--- config.mk ---
export PLATFORM = sky130hd
export DESIGN_NAME = fft_frame_sched
export DESIGN_NICKNAME = d
export VERILOG_FILES = /design/src/rtl/fft_sched_pkg.sv /design/src/rtl/fft_sched_tagfifo.sv /design/src/rtl/fft_frame_sched.sv
export SDC_FILE = /design/constraint.sdc
export NUM_CORES = 1
export LEC_CHECK = 0
export CAP_MARGIN = 0
export CORE_ASPECT_RATIO = 1.75
export CORE_MARGIN = 2
export CORE_UTILIZATION = 45
export CTS_CLUSTER_DIAMETER = 150
export DETAILED_ROUTE_END_ITERATION = 12
export HOLD_SLACK_MARGIN = 0.1
export MAX_ROUTING_LAYER = met4
export PLACE_DENSITY_LB_ADDON = 0.1
export SYNTH_ARGS = -nofsm -noshare
export SYNTH_HDL_FRONTEND = slang
export SYNTH_SLANG_ARGS = --single-unit
--- constraint.sdc ---
create_clock -name iclk -period 2.8 [get_ports iclk]
set_input_delay 0.56 -clock iclk [delete_from_list [all_inputs] [get_ports iclk]]
set_output_delay 0.56 -clock iclk [all_outputs]
set_load 0.02 [all_outputs]
--- src/rtl/fft_sched_pkg.sv ---
// Shared types and helpers for the fft frame scheduler.
package fft_sched_pkg;

  typedef enum logic {
    IDLE  = 1'b0,
    FRAME = 1'b1
  } state_t;

  localparam logic CH_FFT  = 1'b0;
  localparam logic CH_IFFT = 1'b1;

  // Two's complement negate of the low w bits of x; the most-negative value maps to the most-positive.
  function automatic logic [31:0] sat_neg(input logic [31:0] x, input int unsigned w);
    logic [31:0] mask;
    logic [31:0] minv;
    logic [31:0] xm;
    mask = (w >= 32) ? 32'hFFFF_FFFF : ((32'd1 << w) - 32'd1);
    minv = 32'd1 << (w - 32'd1);
    xm   = x & mask;
    if (xm == minv) return minv - 32'd1;
    return (32'd0 - xm) & mask;
  endfunction

endpackage

--- src/rtl/fft_sched_tagfifo.sv ---
// Owner-tag FIFO for frames in flight through the core; 1-bit entries, same-cycle push/pop allowed.
module fft_sched_tagfifo #(
  parameter int unsigned DEPTH = 4
) (
  input  logic iclk,
  input  logic rst_n,
  input  logic push,
  input  logic din,
  input  logic pop,
  output logic dout_c,
  output logic full_c,
  output logic empty_c
);

  localparam int unsigned AW = (DEPTH > 1) ? $clog2(DEPTH) : 1;
  localparam logic [AW:0] DEPTH_V = (AW + 1)'(DEPTH);

  logic [DEPTH-1:0] mem;
  logic [AW-1:0]    wptr;
  logic [AW-1:0]    rptr;
  logic [AW:0]      cnt;
  logic             wr;
  logic             rd;

  assign full_c  = (cnt == DEPTH_V);
  assign empty_c = (cnt == '0);
  assign dout_c  = mem[rptr];
  assign wr      = push & (~full_c | pop);
  assign rd      = pop & ~empty_c;

  always_ff @(posedge iclk or negedge rst_n) begin
    if (!rst_n) begin
      mem  <= '0;
      wptr <= '0;
      rptr <= '0;
      cnt  <= '0;
    end else begin
      if (wr) begin
        mem[wptr] <= din;
        wptr      <= wptr + AW'(1);
      end
      if (rd) rptr <= rptr + AW'(1);
      case ({wr, rd})
        2'b10:   cnt <= cnt + (AW + 1)'(1);
        2'b01:   cnt <= cnt - (AW + 1)'(1);
        default: cnt <= cnt;
      endcase
    end
  end

endmodule

--- src/rtl/fft_frame_sched.sv ---
// Round-robin frame scheduler sharing one streaming fft core between an FFT and an IFFT channel.
// Optional statistics counters are enabled with FFT_SCHED_STAT_EN.
module fft_frame_sched
  import fft_sched_pkg::*;
#(
  parameter int unsigned REAL_WIDTH   = 18,
  parameter int unsigned IMGN_WIDTH   = 18,
  parameter int unsigned TOTAL_STAGE  = 11,
  parameter int unsigned MAX_INFLIGHT = 4
) (
  input  logic                   iclk,
  input  logic                   rst_n,
  input  logic                   s0_valid,
  output logic                   s0_ready,
  input  logic [REAL_WIDTH-1:0]  s0_real,
  input  logic [IMGN_WIDTH-1:0]  s0_imag,
  input  logic                   s1_valid,
  output logic                   s1_ready,
  input  logic [REAL_WIDTH-1:0]  s1_real,
  input  logic [IMGN_WIDTH-1:0]  s1_imag,
  output logic                   fft_en,
  output logic [TOTAL_STAGE-1:0] fft_addr,
  output logic [REAL_WIDTH-1:0]  fft_real,
  output logic [IMGN_WIDTH-1:0]  fft_imag,
  input  logic                   fft_oen,
  input  logic [TOTAL_STAGE-1:0] fft_oaddr,
  input  logic [REAL_WIDTH-1:0]  fft_oreal,
  input  logic [IMGN_WIDTH-1:0]  fft_oimag,
  output logic                   m_valid,
  output logic                   m_chan,
  output logic [TOTAL_STAGE-1:0] m_addr,
  output logic [REAL_WIDTH-1:0]  m_real,
  output logic [IMGN_WIDTH-1:0]  m_imag,
  output logic                   m_sof,
  output logic                   m_eof,
`ifdef FFT_SCHED_STAT_EN
  output logic [31:0]            stat_frm0,
  output logic [31:0]            stat_frm1,
  output logic [31:0]            stat_stall,
`endif
  output logic                   err_orphan
);

  localparam logic [TOTAL_STAGE-1:0] LAST_IDX = '1;

  state_t                 state, state_n;
  logic                   gch, gch_n;
  logic                   rr, rr_n;
  logic                   rdy0_n, rdy1_n;
  logic [TOTAL_STAGE-1:0] in_cnt, in_cnt_n;
  logic [TOTAL_STAGE-1:0] out_cnt;
  logic                   push, pop, full, empty, head;
  logic                   hs, oen_ok;

  assign hs     = (s0_valid & s0_ready) | (s1_valid & s1_ready);
  assign oen_ok = fft_oen & ~empty;
  assign pop    = oen_ok & (out_cnt == LAST_IDX);

  // Frame grant and input sequencing.
  always_comb begin
    state_n  = state;
    gch_n    = gch;
    rr_n     = rr;
    rdy0_n   = s0_ready;
    rdy1_n   = s1_ready;
    in_cnt_n = in_cnt;
    push     = 1'b0;
    case (state)
      IDLE: begin
        if (!full && (s0_valid || s1_valid)) begin
          push    = 1'b1;
          gch_n   = (s0_valid && s1_valid) ? rr : s1_valid;
          rdy0_n  = (gch_n == CH_FFT);
          rdy1_n  = (gch_n == CH_IFFT);
          state_n = FRAME;
        end
      end
      FRAME: begin
        if (hs) begin
          in_cnt_n = in_cnt + TOTAL_STAGE'(1);
          if (in_cnt == LAST_IDX) begin
            state_n = IDLE;
            rdy0_n  = 1'b0;
            rdy1_n  = 1'b0;
            rr_n    = ~gch;
          end
        end
      end
      default: state_n = IDLE;
    endcase
  end

  always_ff @(posedge iclk or negedge rst_n) begin
    if (!rst_n) begin
      state    <= IDLE;
      gch      <= CH_FFT;
      rr       <= CH_FFT;
      s0_ready <= 1'b0;
      s1_ready <= 1'b0;
      in_cnt   <= '0;
    end else begin
      state    <= state_n;
      gch      <= gch_n;
      rr       <= rr_n;
      s0_ready <= rdy0_n;
      s1_ready <= rdy1_n;
      in_cnt   <= in_cnt_n;
    end
  end

  // Core input register; IFFT samples are conjugated on the way in.
  always_ff @(posedge iclk or negedge rst_n) begin
    if (!rst_n) begin
      fft_en   <= 1'b0;
      fft_addr <= '0;
      fft_real <= '0;
      fft_imag <= '0;
    end else begin
      fft_en <= hs;
      if (hs) begin
        fft_addr <= in_cnt;
        if (gch == CH_IFFT) begin
          fft_real <= s1_real;
          fft_imag <= IMGN_WIDTH'(sat_neg(32'(s1_imag), IMGN_WIDTH));
        end else begin
          fft_real <= s0_real;
          fft_imag <= s0_imag;
        end
      end
    end
  end

  // Result register; owner comes from the oldest tag, IFFT results are conjugated on the way out.
  always_ff @(posedge iclk or negedge rst_n) begin
    if (!rst_n) begin
      m_valid    <= 1'b0;
      m_chan     <= 1'b0;
      m_addr     <= '0;
      m_real     <= '0;
      m_imag     <= '0;
      m_sof      <= 1'b0;
      m_eof      <= 1'b0;
      out_cnt    <= '0;
      err_orphan <= 1'b0;
    end else begin
      m_valid <= oen_ok;
      m_sof   <= oen_ok && (out_cnt == '0);
      m_eof   <= pop;
      if (oen_ok) begin
        out_cnt <= out_cnt + TOTAL_STAGE'(1);
        m_chan  <= head;
        m_addr  <= fft_oaddr;
        m_real  <= fft_oreal;
        m_imag  <= (head == CH_IFFT) ? IMGN_WIDTH'(sat_neg(32'(fft_oimag), IMGN_WIDTH)) : fft_oimag;
      end
      if (fft_oen && empty) err_orphan <= 1'b1;
    end
  end

  fft_sched_tagfifo #(
    .DEPTH(MAX_INFLIGHT)
  ) u_tagfifo (
    .iclk    (iclk),
    .rst_n   (rst_n),
    .push    (push),
    .din     (gch_n),
    .pop     (pop),
    .dout_c  (head),
    .full_c  (full),
    .empty_c (empty)
  );

`ifdef FFT_SCHED_STAT_EN
  // Completed-frame and full-FIFO stall counters.
  always_ff @(posedge iclk or negedge rst_n) begin
    if (!rst_n) begin
      stat_frm0  <= '0;
      stat_frm1  <= '0;
      stat_stall <= '0;
    end else begin
      if (pop && (head == CH_FFT))  stat_frm0 <= stat_frm0 + 32'd1;
      if (pop && (head == CH_IFFT)) stat_frm1 <= stat_frm1 + 32'd1;
      if ((state == IDLE) && full && (s0_valid || s1_valid)) stat_stall <= stat_stall + 32'd1;
    end
  end
`endif

endmodule

Word-level counts from Yosys, hierarchy flattened:

Cells that the tools add are included.

* mux-type cells: 32
* equal/unequal tests: 10
* reduce and logical (&&, ||, !) cells: 13
* order comparisons: 3
* add/subtract/negate cells: 8
* bitwise operators: 13

Operator list (number)
* 18-bit 2-to-1 mux: 7
* 18-bit == test, second input constant: 2
* 1-bit by 18-bit subtractor with 18-bit output, first input constant: 2
* 11-bit by 1-bit adder with 11-bit output, second input constant: 2
* 11-bit == test, second input constant: 2
* 1-bit 2-to-1 mux: 18
* 11-bit logical NOT: 1
* 1-bit bitwise AND: 6
* 2-bit by 3-bit less-than comparator with 1-bit output, second input constant: 2
* 1-bit case mux with 2 select lines: 3
* 3-bit case mux with 2 select lines: 1
* 3-bit AND reduction: 2
* 1-bit logical AND: 5
* 1-bit NOT: 5
* 2-bit by 1-bit adder with 2-bit output, second input constant: 2
* 4-bit bitwise mux: 1
* 2-bit by 1-bit != test with 1-bit output, second input constant: 2
* 3-bit by 1-bit adder with 3-bit output, second input constant: 1
* 3-bit == test, second input constant: 1
* 3-bit logical NOT: 1
* 3-bit by 1-bit subtractor with 3-bit output, second input constant: 1
* 1-bit binary-select mux with 2-bit select: 1
* 1-bit demux with 2-bit select: 1
* 2-bit by 1-bit == test with 1-bit output, second input constant: 1
* other kinds (8): 9

* register bits: 138
* input bits: 124
* logic and storage cells: 102
* output and inout port bits: 102

Logic depth before layout (Yosys ltp):

Gate-level depths: netlist (run 1).

* depth in word-level cells: 8
* depth in mapped cells: 13
* gate-level depth less buffers: 12

Hierarchy:

From an unflattened synthesis (run 1), not the netlist that was laid out.

* cell total of the unflattened synthesis: 667
* area, all modules: 6467.5 µm²

Modules (own cells, without submodules)
* fft_frame_sched: cells each 617, sequential area each 3178.0 µm², area an instance 5849.4 µm², times used 1
* fft_sched_tagfifo: cells each 50, sequential area each 275.3 µm², area an instance 618.1 µm², times used 1

Worst setup path after synthesis (run 1):

No wires, ideal clock.

* kind: input-to-reg
* from: input port fft_oen
* to: register u_tagfifo.cnt[2]
* arrival: 2373 ps
* cell stages on the path: 12
* buffers on the path: 1
* setup time: 79 ps
* path slack: 348 ps
* required time: 2721 ps
* cell sequence: nand2b_1 > buf_2 > inv_1 > and3_1 > and4_1 > and2_1 > ha_1 > inv_1 > fa_1 > xor2_1 > nor2_1 > xor2_1

* elaborated cells on any way between the ends: 9
* those cells by class: eq/ne: 2; mux: 1; bitwise: 5; reduce/logical: 1

RTL lines
* start: declaration: line fft_frame_sched.sv:25 `input logic fft_oen,`
* 1-bit bitwise AND (*): line fft_frame_sched.sv:56 `assign oen_ok = fft_oen & ~empty;`
* 1-bit bitwise AND (*): line fft_frame_sched.sv:57 `assign pop = oen_ok & (out_cnt == LAST_IDX);`
* 1-bit bitwise AND (*): line fft_sched_tagfifo.sv:29 `assign rd = pop & ~empty_c;`
* named net u_tagfifo.rd: line fft_sched_tagfifo.sv:23 `logic rd;`
* 2-bit by 1-bit == test with 1-bit output or 2-bit == test (tied branches): line fft_sched_tagfifo.sv:43 `case ({wr, rd})`
* 3-bit case mux with 2 select lines or 2-bit nonzero test (tied branches)
* end signal: assignment: line fft_sched_tagfifo.sv:44 `2'b10: cnt <= cnt + (AW + 1)'(1);`
* end signal: assignment: line fft_sched_tagfifo.sv:45 `2'b01: cnt <= cnt - (AW + 1)'(1);`
* end signal: assignment: line fft_sched_tagfifo.sv:46 `default: cnt <= cnt;`
* end: declaration: line fft_sched_tagfifo.sv:21 `logic [AW:0] cnt;`

The timed path passes the listed nets; every way through them passes the cells marked *.
A chain may end at the register's enable or synchronous reset.

Worst setup path in the final report (run 1):

* from: register u_tagfifo.cnt[0]
* to: register u_tagfifo.cnt[2]

* elaborated cells on any way between the ends: 19
* those cells by class: add/sub: 2; eq/ne: 3; mux: 3; bitwise: 7; reduce/logical: 4

RTL lines
* 3-bit logical NOT (*): line fft_sched_tagfifo.sv:26 `assign empty_c = (cnt == '0);`
* 1-bit NOT (*): line fft_sched_tagfifo.sv:29, fft_frame_sched.sv:56
* 1-bit bitwise AND: line fft_frame_sched.sv:56
* 1-bit bitwise AND: line fft_frame_sched.sv:57
* 1-bit bitwise AND (*): line fft_sched_tagfifo.sv:29
* named net u_tagfifo.rd: line fft_sched_tagfifo.sv:23
* 2-bit by 1-bit == test with 1-bit output or 2-bit == test (tied branches): line fft_sched_tagfifo.sv:43
* 3-bit case mux with 2 select lines or 2-bit nonzero test (tied branches)

Marks and branches as above.

==> summary.txt, run 1 <==
Pwr
  – Areal power density over the cells: 711 nW/um^2
  – Standby leakage power: 4.23 nW
  – Combinational share of power: 29.9%
  – Internal cell power: 4.58 mW
  – Overall power: 6.80 mW
  – Power share of the clock group: 30.9%
  – Maximum ir drop on the vdd rail: 0.396 mV
  – Part of the power in registers: 39.1%
  – Sw Share: 32.7%
  – Net switching power of the design: 2.23 mW

Worst setup path
  – CP max FO: 3
  – Delay contributed by the slowest stage of the critical path: 0.40 ns
  – Depth of the worst register-to-register path: 12
  – CP dominant cell by count: sky130_fd_sc_hd__xor2_1
  – Setup Crit Path Kind: reg2reg
  – Crit path arrival time: 2.76 ns
  – Critical Path, Cell by Cell: nor3_1 -> nand2b_1 -> clkinv_1 -> and3_1 -> and4_1 -> and2_1 -> ha_1 -> inv_1 -> fa_1 -> xor2_1 -> nor2_1 -> xor2_1
  – CP Capture Type: flop
  – Crit path max-delay cell type: sky130_fd_sc_hd__dfrtp_1
  – Kind of start point of the critical path: flop
  – Critical path required time: 3.09 ns

Synth
  – Largest family of logic cells by synthesized area: simple AND/OR/NAND/NOR gates
  – Synthesized netlist net count: 798
  – Area share of the largest cell type after synthesis: 53.8%
  – Count of unique library cells instantiated by Yosys: 51
  – Cell taking the most area after synthesis: sky130_fd_sc_hd__dfrtp_1
  – Predominant post-synthesis flop cell: sky130_fd_sc_hd__dfrtp_1
  – Synthesized cell area: 6420 sq um
  – Post-synthesis cell count: 663
  – Post-synth EDFFs: 0
  – Syn avg cell area: 9.68 sq um
  – Flip-flop and latch count after synthesis: 138
  – Fraction of registers with async set or reset after synthesis: 100%
  – Area share of xor/xnor cells in the synthesized design: 7.10%
  – Fraction of the mapped netlist area in simple logic gates: 19.4%
  – Mux share of post-synthesis cell area: 4.52%
  – Share of the yosys chip area belonging to registers: 53.8%
  – Most area-consuming cells after synthesis: sky130_fd_sc_hd__dfrtp_1 (54%), sky130_fd_sc_hd__nand2_1 (11%), sky130_fd_sc_hd__xnor2_1 (3.5%), sky130_fd_sc_hd__xor2_1 (3.5%), sky130_fd_sc_hd__mux2i_1 (3.1%)
  – Synthesized-area fraction occupied by adder cells: 2.26%
  – Complex-gate fraction of the synthesized area: 9.81%
  – Total number of yosys warnings: 0

Clock network
  – Clock latency on the worst-skew pair: 0.41 ns
  – Number of setup buffers added after CTS: 0
  – Clock sink total: 138
  – Clock-pin slew on the worst setup and hold paths: 0.06 ns
  – Cts hold-fix bufs: 0
  – Worst-case clock buffer depth: 2
  – Number of levels the H-tree was split into: 4
  – Clock root buffer: sky130_fd_sc_hd__clkbuf_16
  – Count of instances resized after the clock tree is built: 0
  – Number of buffers added by the clock tree synthesis step: 17
  – Clock tree from TritonCTS: built

Placement
  – Post-detailed-placement cell area: 9010 sq um
  – HPWL after DPL: 12800 microns
  – GPL Wtd Cong: 0.900
  – Count of input and output buffers: 225
  – Number of placed cells counting well taps: 1059

Detailed routing
  – Detailed-route DRC error count: 0
  – Routed via count: 5582
  – Per-cell routed wire length: 15.6 microns
  – Detailed-routing iteration count for the pre-antenna-repair pass: 6
  – DRT iter0 DRCs: 214
  – Number of antenna-violating nets in the routed design: 0
  – Wire length reported by the detailed router: 17000 microns
  – Detailed-route vias per instance: 5.12

Finish
  – FILL cells: 1142
  – Final instance area: 9570 sq um
  – Area taken by multi-input logic gates: 2770 sq um
  – Most common cell after layout, fill and taps aside: sky130_fd_sc_hd__clkdlybuf4s50_1
  – Finished Core Util: 68.8%
  – Sequential standard cell area: 3450 sq um
  – Commonest non-fill, non-tap cells in the layout: sky130_fd_sc_hd__clkdlybuf4s50_1 (224), sky130_fd_sc_hd__nand2_1 (181), sky130_fd_sc_hd__dfrtp_1 (138), sky130_fd_sc_hd__nor2_1 (38), sky130_fd_sc_hd__o21ai_0 (35)
  – Count of nets after finishing: 1036
  – Antenna cell count: 0
  – Fraction of layout instances using a drive strength above 1: 8.42%
  – Final instance count without filler cells: 1091
  – Synthesis-to-layout area growth: 49.1%

Floorplan
  – Standard-cell row count: 57
  – Starting utilization of the core area: 46.1%
  – X dimension of the die: 94.3 microns
  – Core area: 13900 sq um
  – Io pins: 226
  – Die boundary height: 162 microns
  – Total die area: 15300 sq um

GRT
  – Initial antenna violation count: 0
  – Number of global-route vias before repair: 5900
  – Wire length of the first global-routing pass: 27900 microns
  – Remaining global-route overflow: 0
  – Maximum number of pins on one net before global-route repair: 59
  – GRT Util Overall: 24.1%

Job
  – Maximum Capacitance Violations: 0

STA
  – Setup repair after global routing missed its margin: false
  – Transition time of the tightest slew-check pin: 0.831 ns
  – Slew Viols, Final: 0
  – Tcrit/Tclk final: 88.2%
  – Worst Clk Skew: 0.00541 ns
  – Peak Freq: 405 MHz
  – Slew HR: 44.4%
  – Final Critical Period: 2.47 ns
  – Final setup violating endpoints: 0
  – Final hold viol count: 0

Hold path
  – Hold Crit Class: in2async

Outcome
  – Status: complete, no violations
-- stage by stage --
stage	setup TNS, ns	setup slack, ns	hold slack (ns)
3_3_place_gp	0	0.0429	0.445
5_1_grt	0	0.127	0.144
3_5_place_dp	-0.0600	-0.0343	0.447
6_report	0	0.331	0.108
2_1_floorplan	0	0.348	0.264
4_1_cts	0	0.257	0.118
-- Yosys cell counts, types with 2 or more instances --
| cell type | instances |
|---|---|
| sky130_fd_sc_hd__and2_1 | 2 |
| sky130_fd_sc_hd__nor2_1 | 38 |
| sky130_fd_sc_hd__xor2_1 | 26 |
| sky130_fd_sc_hd__a21boi_0 | 3 |
| sky130_fd_sc_hd__and4_1 | 3 |
| sky130_fd_sc_hd__or3_1 | 5 |
| sky130_fd_sc_hd__nand3_1 | 7 |
| sky130_fd_sc_hd__inv_1 | 19 |
| sky130_fd_sc_hd__o22ai_1 | 13 |
| sky130_fd_sc_hd__mux2_2 | 6 |
| sky130_fd_sc_hd__a21oi_1 | 18 |
| sky130_fd_sc_hd__a22o_1 | 2 |
| sky130_fd_sc_hd__a31oi_1 | 6 |
| sky130_fd_sc_hd__ha_1 | 10 |
| sky130_fd_sc_hd__o21ai_0 | 35 |
| sky130_fd_sc_hd__buf_1 | 5 |
| sky130_fd_sc_hd__nand4_1 | 7 |
| sky130_fd_sc_hd__clkbuf_1 | 24 |
| sky130_fd_sc_hd__o31ai_1 | 7 |
| sky130_fd_sc_hd__o21ai_1 | 10 |
| sky130_fd_sc_hd__and3_1 | 4 |
| sky130_fd_sc_hd__or4_4 | 2 |
| sky130_fd_sc_hd__or4_1 | 4 |
| sky130_fd_sc_hd__nor4_2 | 2 |
| sky130_fd_sc_hd__nor3_1 | 6 |
| sky130_fd_sc_hd__nor4_1 | 5 |
| sky130_fd_sc_hd__nand2b_1 | 2 |
| sky130_fd_sc_hd__o41ai_1 | 3 |
| sky130_fd_sc_hd__dfrtp_1 | 138 |
| sky130_fd_sc_hd__mux2i_1 | 20 |
| sky130_fd_sc_hd__nand2_1 | 181 |
| sky130_fd_sc_hd__xnor2_1 | 26 |
| sky130_fd_sc_hd__nor2b_1 | 4 |
| sky130_fd_sc_hd__buf_2 | 3 |
-- power by group through the flow --
stage	combinational, mW	sequential [mW]	clock [mW]
6_report	2.04	2.66	2.10
5_1_grt	2.21	2.72	2.24
4_1_cts	2.07	2.66	2.15
3_5_place_dp	2.05	2.69	0
3_3_place_gp	2.01	2.67	0
2_1_floorplan	0.617	3.02	0
-- kinds of logic (layout without fill, tap and decap cells) --
family / after synthesis / after routing
compound gates: 104 / 104
xor+xnor: 52 / 52
fa+ha+maj: 11 / 11
buf+inv: 52 / 303
flops: 138 / 138
mux: 27 / 27
simple gates: 279 / 279
-- cell type report --
| type | count | area share [%] |
|---|---|---|
| well taps | 177 | 2.31 |
| flip-flops and latches | 138 | 36.1 |
| inverters | 20 | 0.785 |
| clock buffers | 19 | 4.73 |
| clock inverters | 13 | 1.15 |
| multi-input cells | 473 | 28.9 |
| repair buffers | 251 | 26.0 |
-- state kept, by name (all words and copies together), names as in the netlist --
register and count:
err_orphan 1, fft_addr 11, fft_en 1, fft_imag 18
fft_real 18, gch 1, in_cnt 11, m_addr 11
m_chan 1, m_eof 1, m_imag 18, m_real 18
m_sof 1, m_valid 1, out_cnt 11, rr 1
s0_ready 1, s1_ready 1, state 1, u_tagfifo.cnt 3
u_tagfifo.mem 4, u_tagfifo.rptr 2, u_tagfifo.wptr 2
-- critical path, delay by kind of cell, from the launching register on --
| kind | cells | cell delay [ns] |
|---|---|---|
| and+or+nand+nor | 6 | 1.08 |
| DFF | 1 | 0.40 |
| buffers and inverters | 2 | 0.15 |
| adders and majority gates | 2 | 0.41 |
| xor gates and xnor gates | 2 | 0.29 |
-- layer usage --
layer	routed length, microns	GRT usage, %
met1	6080	24.4
met2	9580	44.1
met3	870	5.06
met4	495	10.1
met5	0	-
-- worst paths after layout --
path                       slack [ns]                    startpoint                      endpoint
setup / recovery                 0.33  u_tagfifo.cnt[0]$_DFFE_PN0P_  u_tagfifo.cnt[2]$_DFFE_PN0P_
setup reg to reg                 0.33  u_tagfifo.cnt[0]$_DFFE_PN0P_  u_tagfifo.cnt[2]$_DFFE_PN0P_
max in group asynchronous        2.04                         rst_n  u_tagfifo.mem[3]$_DFFE_PN0P_
min in group iclk                0.46        err_orphan$_DFFE_PN0P_        err_orphan$_DFFE_PN0P_
hold / removal                   0.11                         rst_n        m_real[13]$_DFFE_PN0P_
hold reg to reg                  0.46        err_orphan$_DFFE_PN0P_        err_orphan$_DFFE_PN0P_
Note: power is estimated with default switching activity, not from simulation.
==> run 2: changes to the inputs <==
--- a/config.mk
+++ b/config.mk
@@ -8,12 +8,13 @@
 export CAP_MARGIN = 0
 export CORE_ASPECT_RATIO = 1.75
 export CORE_MARGIN = 2
-export CORE_UTILIZATION = 45
+export CORE_UTILIZATION = 41
 export CTS_CLUSTER_DIAMETER = 150
 export DETAILED_ROUTE_END_ITERATION = 12
 export HOLD_SLACK_MARGIN = 0.1
 export MAX_ROUTING_LAYER = met4
-export PLACE_DENSITY_LB_ADDON = 0.1
+export PLACE_DENSITY = 0.86
 export SYNTH_ARGS = -nofsm -noshare
 export SYNTH_HDL_FRONTEND = slang
 export SYNTH_SLANG_ARGS = --single-unit
+export TNS_END_PERCENT = 30
==> constraint.sdc (replaced) <==
create_clock -name iclk -period 2.11 [get_ports iclk]
set_input_delay 0.422 -clock iclk [delete_from_list [all_inputs] [get_ports iclk]]
set_output_delay 0.422 -clock iclk [all_outputs]
set_load 0.02 [all_outputs]
==> summary.txt, run 2 (same netlist as run 1, synthesis figures left out) <==
Floorplan
  – X dimension of the die: 98.6 microns
  – Total die area: 16700 sq um
  – Core area: 15300 sq um
  – Io pins: 226
  – Starting utilization of the core area: 41.9%
  – Standard-cell row count: 60
  – Die boundary height: 170 microns

STA
  – Tcrit/Tclk final: 99.9%
  – Transition time of the tightest slew-check pin: 0.594 ns
  – Hold slack final: 0.439 ns
  – Setup repair after global routing missed its margin: true
  – Final setup violating endpoints: 0
  – Sum of negative setup slack: 0 ns
  – Worst Clk Skew: 0.0119 ns
  – Slew HR: 60.4%
  – Peak Freq: 474 MHz
  – Final Critical Period: 2.11 ns
  – Slew Viols, Final: 0
  – Final hold viol count: 0

Worst setup path
  – CP Capture Type: flop
  – Delay contributed by the slowest stage of the critical path: 0.59 ns
  – Setup Crit Path Kind: in2reg
  – Critical Path, Cell by Cell: clkdlybuf4s50_1 -> or4_4 -> or4_4 -> o31ai_4 -> xor2_1 -> a21oi_1
  – CP dominant cell by count: sky130_fd_sc_hd__or4_4
  – Crit path arrival time: 2.41 ns
  – Crit path max-delay cell type: sky130_fd_sc_hd__or4_4
  – Critical path required time: 2.41 ns
  – Kind of start point of the critical path: input pin
  – CP max FO: 3

Detailed routing
  – Number of antenna-violating nets in the routed design: 0
  – Wire length reported by the detailed router: 18300 microns
  – Detailed-route vias per instance: 5.07
  – Detailed-route DRC error count: 0
  – DRT iter0 DRCs: 204
  – Detailed-routing iteration count for the pre-antenna-repair pass: 7
  – Routed via count: 5955
  – Per-cell routed wire length: 15.6 microns

Finish
  – Commonest non-fill, non-tap cells in the layout: sky130_fd_sc_hd__clkdlybuf4s50_1 (223), sky130_fd_sc_hd__nand2_1 (181), sky130_fd_sc_hd__dfrtp_1 (137), sky130_fd_sc_hd__buf_4 (98), sky130_fd_sc_hd__nor2_1 (38)
  – Count of nets after finishing: 1111
  – Antenna cell count: 0
  – Most common cell after layout, fill and taps aside: sky130_fd_sc_hd__clkdlybuf4s50_1
  – Fraction of layout instances using a drive strength above 1: 16.7%
  – Final instance area: 10200 sq um
  – Synthesis-to-layout area growth: 59.0%

Clock network
  – Number of buffers added by the clock tree synthesis step: 17
  – Worst-case clock buffer depth: 2
  – Clock-pin slew on the worst setup and hold paths: 0.06 ns
  – Clock sink total: 138
  – Clock root buffer: sky130_fd_sc_hd__clkbuf_16
  – Number of levels the H-tree was split into: 4
  – Clock latency on the worst-skew pair: 0.41 ns
  – Clock tree from TritonCTS: built

GRT
  – Initial antenna violation count: 0
  – Wire length of the first global-routing pass: 29600 microns
  – Number of global-route vias before repair: 6255
  – GRT Util Overall: 22.8%
  – Maximum number of pins on one net before global-route repair: 58
  – Remaining global-route overflow: 0

Pwr
  – Overall power: 9.20 mW
  – Part of the power in registers: 38.2%
  – Sw Share: 32.5%
  – Maximum ir drop on the vdd rail: 0.537 mV
  – Power share of the clock group: 30.0%
  – Areal power density over the cells: 902 nW/um^2
  – Standby leakage power: 4.60 nW
  – Internal cell power: 6.21 mW
  – Combinational share of power: 31.7%
  – Net switching power of the design: 2.99 mW

Outcome
  – Status: complete, no violations

Placement
  – HPWL after DPL: 13800 microns
  – Count of input and output buffers: 225
  – Post-detailed-placement cell area: 9570 sq um
  – GPL Wtd Cong: 0.930

Job
  – Maximum Capacitance Violations: 0

Hold path
  – Hold Crit Class: in2reg
[run 2: cell types whose count changed in the layout (fill, tap and decap cells not counted), sizes merged, moves of 2 or more]
cell      delta
buf         +74
clkinvlp     +3
clkinv       -2
inv          -2
[run 2: path summary, 6_finish.rpt]
path | endpoint | start | slack, ns | depth (start not counted)
setup / recovery | m_imag[15]$_DFFE_PN0P_ | fft_oimag[12] | 0.001 | 6
max in group asynchronous | m_real[8]$_DFFE_PN0P_ | rst_n | 0.96 | 3
hold reg to reg | err_orphan$_DFFE_PN0P_ | err_orphan$_DFFE_PN0P_ | 0.45 | 1
setup reg to reg | u_tagfifo.cnt[2]$_DFFE_PN0P_ | u_tagfifo.cnt[1]$_DFFE_PN0P_ | 0.01 | 12
min in group asynchronous | m_real[17]$_DFFE_PN0P_ | rst_n | 0.52 | 2
hold / removal | err_orphan$_DFFE_PN0P_ | fft_oen | 0.44 | 2
[run 2: power by group through the flow]
stage	combinational (mW)	sequential (mW)	clock, mW
final	2.92	3.51	2.76
after global placement	2.85	3.53	0
after global routing	3.17	3.59	2.93
after floorplan	0.828	4.02	0
after detailed placement	2.92	3.56	0
after CTS	2.95	3.52	2.82
[run 2: cell type report]
| type | instances | area [sq um] |
|---|---|---|
| Timing Repair Buffer | 326 | 3030 |
| Clock buffer | 20 | 457 |
| Inverter | 20 | 77.6 |
| Tap cell | 186 | 233 |
| Clock inverter | 12 | 91.3 |
| Fill cell | 1169 | 5110 |
| Sequential cell | 138 | 3450 |
| Multi-Input combinational cell | 473 | 2860 |
[run 2: stage by stage]
| stage | std cells | utilization (%) | setup slack, ns |
|---|---|---|---|
| 2_1_floorplan | 663 | - | -0.115 |
| 3_3_place_gp | 1141 | 62.5 | -0.444 |
| 3_5_place_dp | 1141 | 62.5 | -0.496 |
| 4_1_cts | 1174 | 66.3 | -0.00789 |
| 5_1_grt | 1175 | 66.6 | -0.0896 |
| 6_report | 1175 | 66.6 | 0.00120 |
[run 2: routing by layer]
layer	vias to the layer above	track usage, %	share of wire [%]
met4	0	11.2	3.9
met5	-	-	0
met3	59	5.31	6.1
met2	226	40.6	54
li1	2865	-	-
met1	2805	23.3	36
[run 2: what timing repair did]
| item | in CTS | in global routing |
|---|---|---|
| hold buffers | 1 | 0 |
| gates resized for setup | 6 | 6 |
| endpoints found under the setup margin | 17 | 8 |
| hold endpoints to repair | 39 | 0 |
| buffers inserted | 0 | 1 |
| pin swaps | 4 | 0 |
[run 2: critical path: cells and delay by family]
family | cells | cell delay (ns)
buffers and inverters | 1 | 0.44
AO/OA/AOI/OAI | 2 | 0.28
XOR/XNOR | 1 | 0.17
AND/OR/NAND/NOR | 2 | 1.08
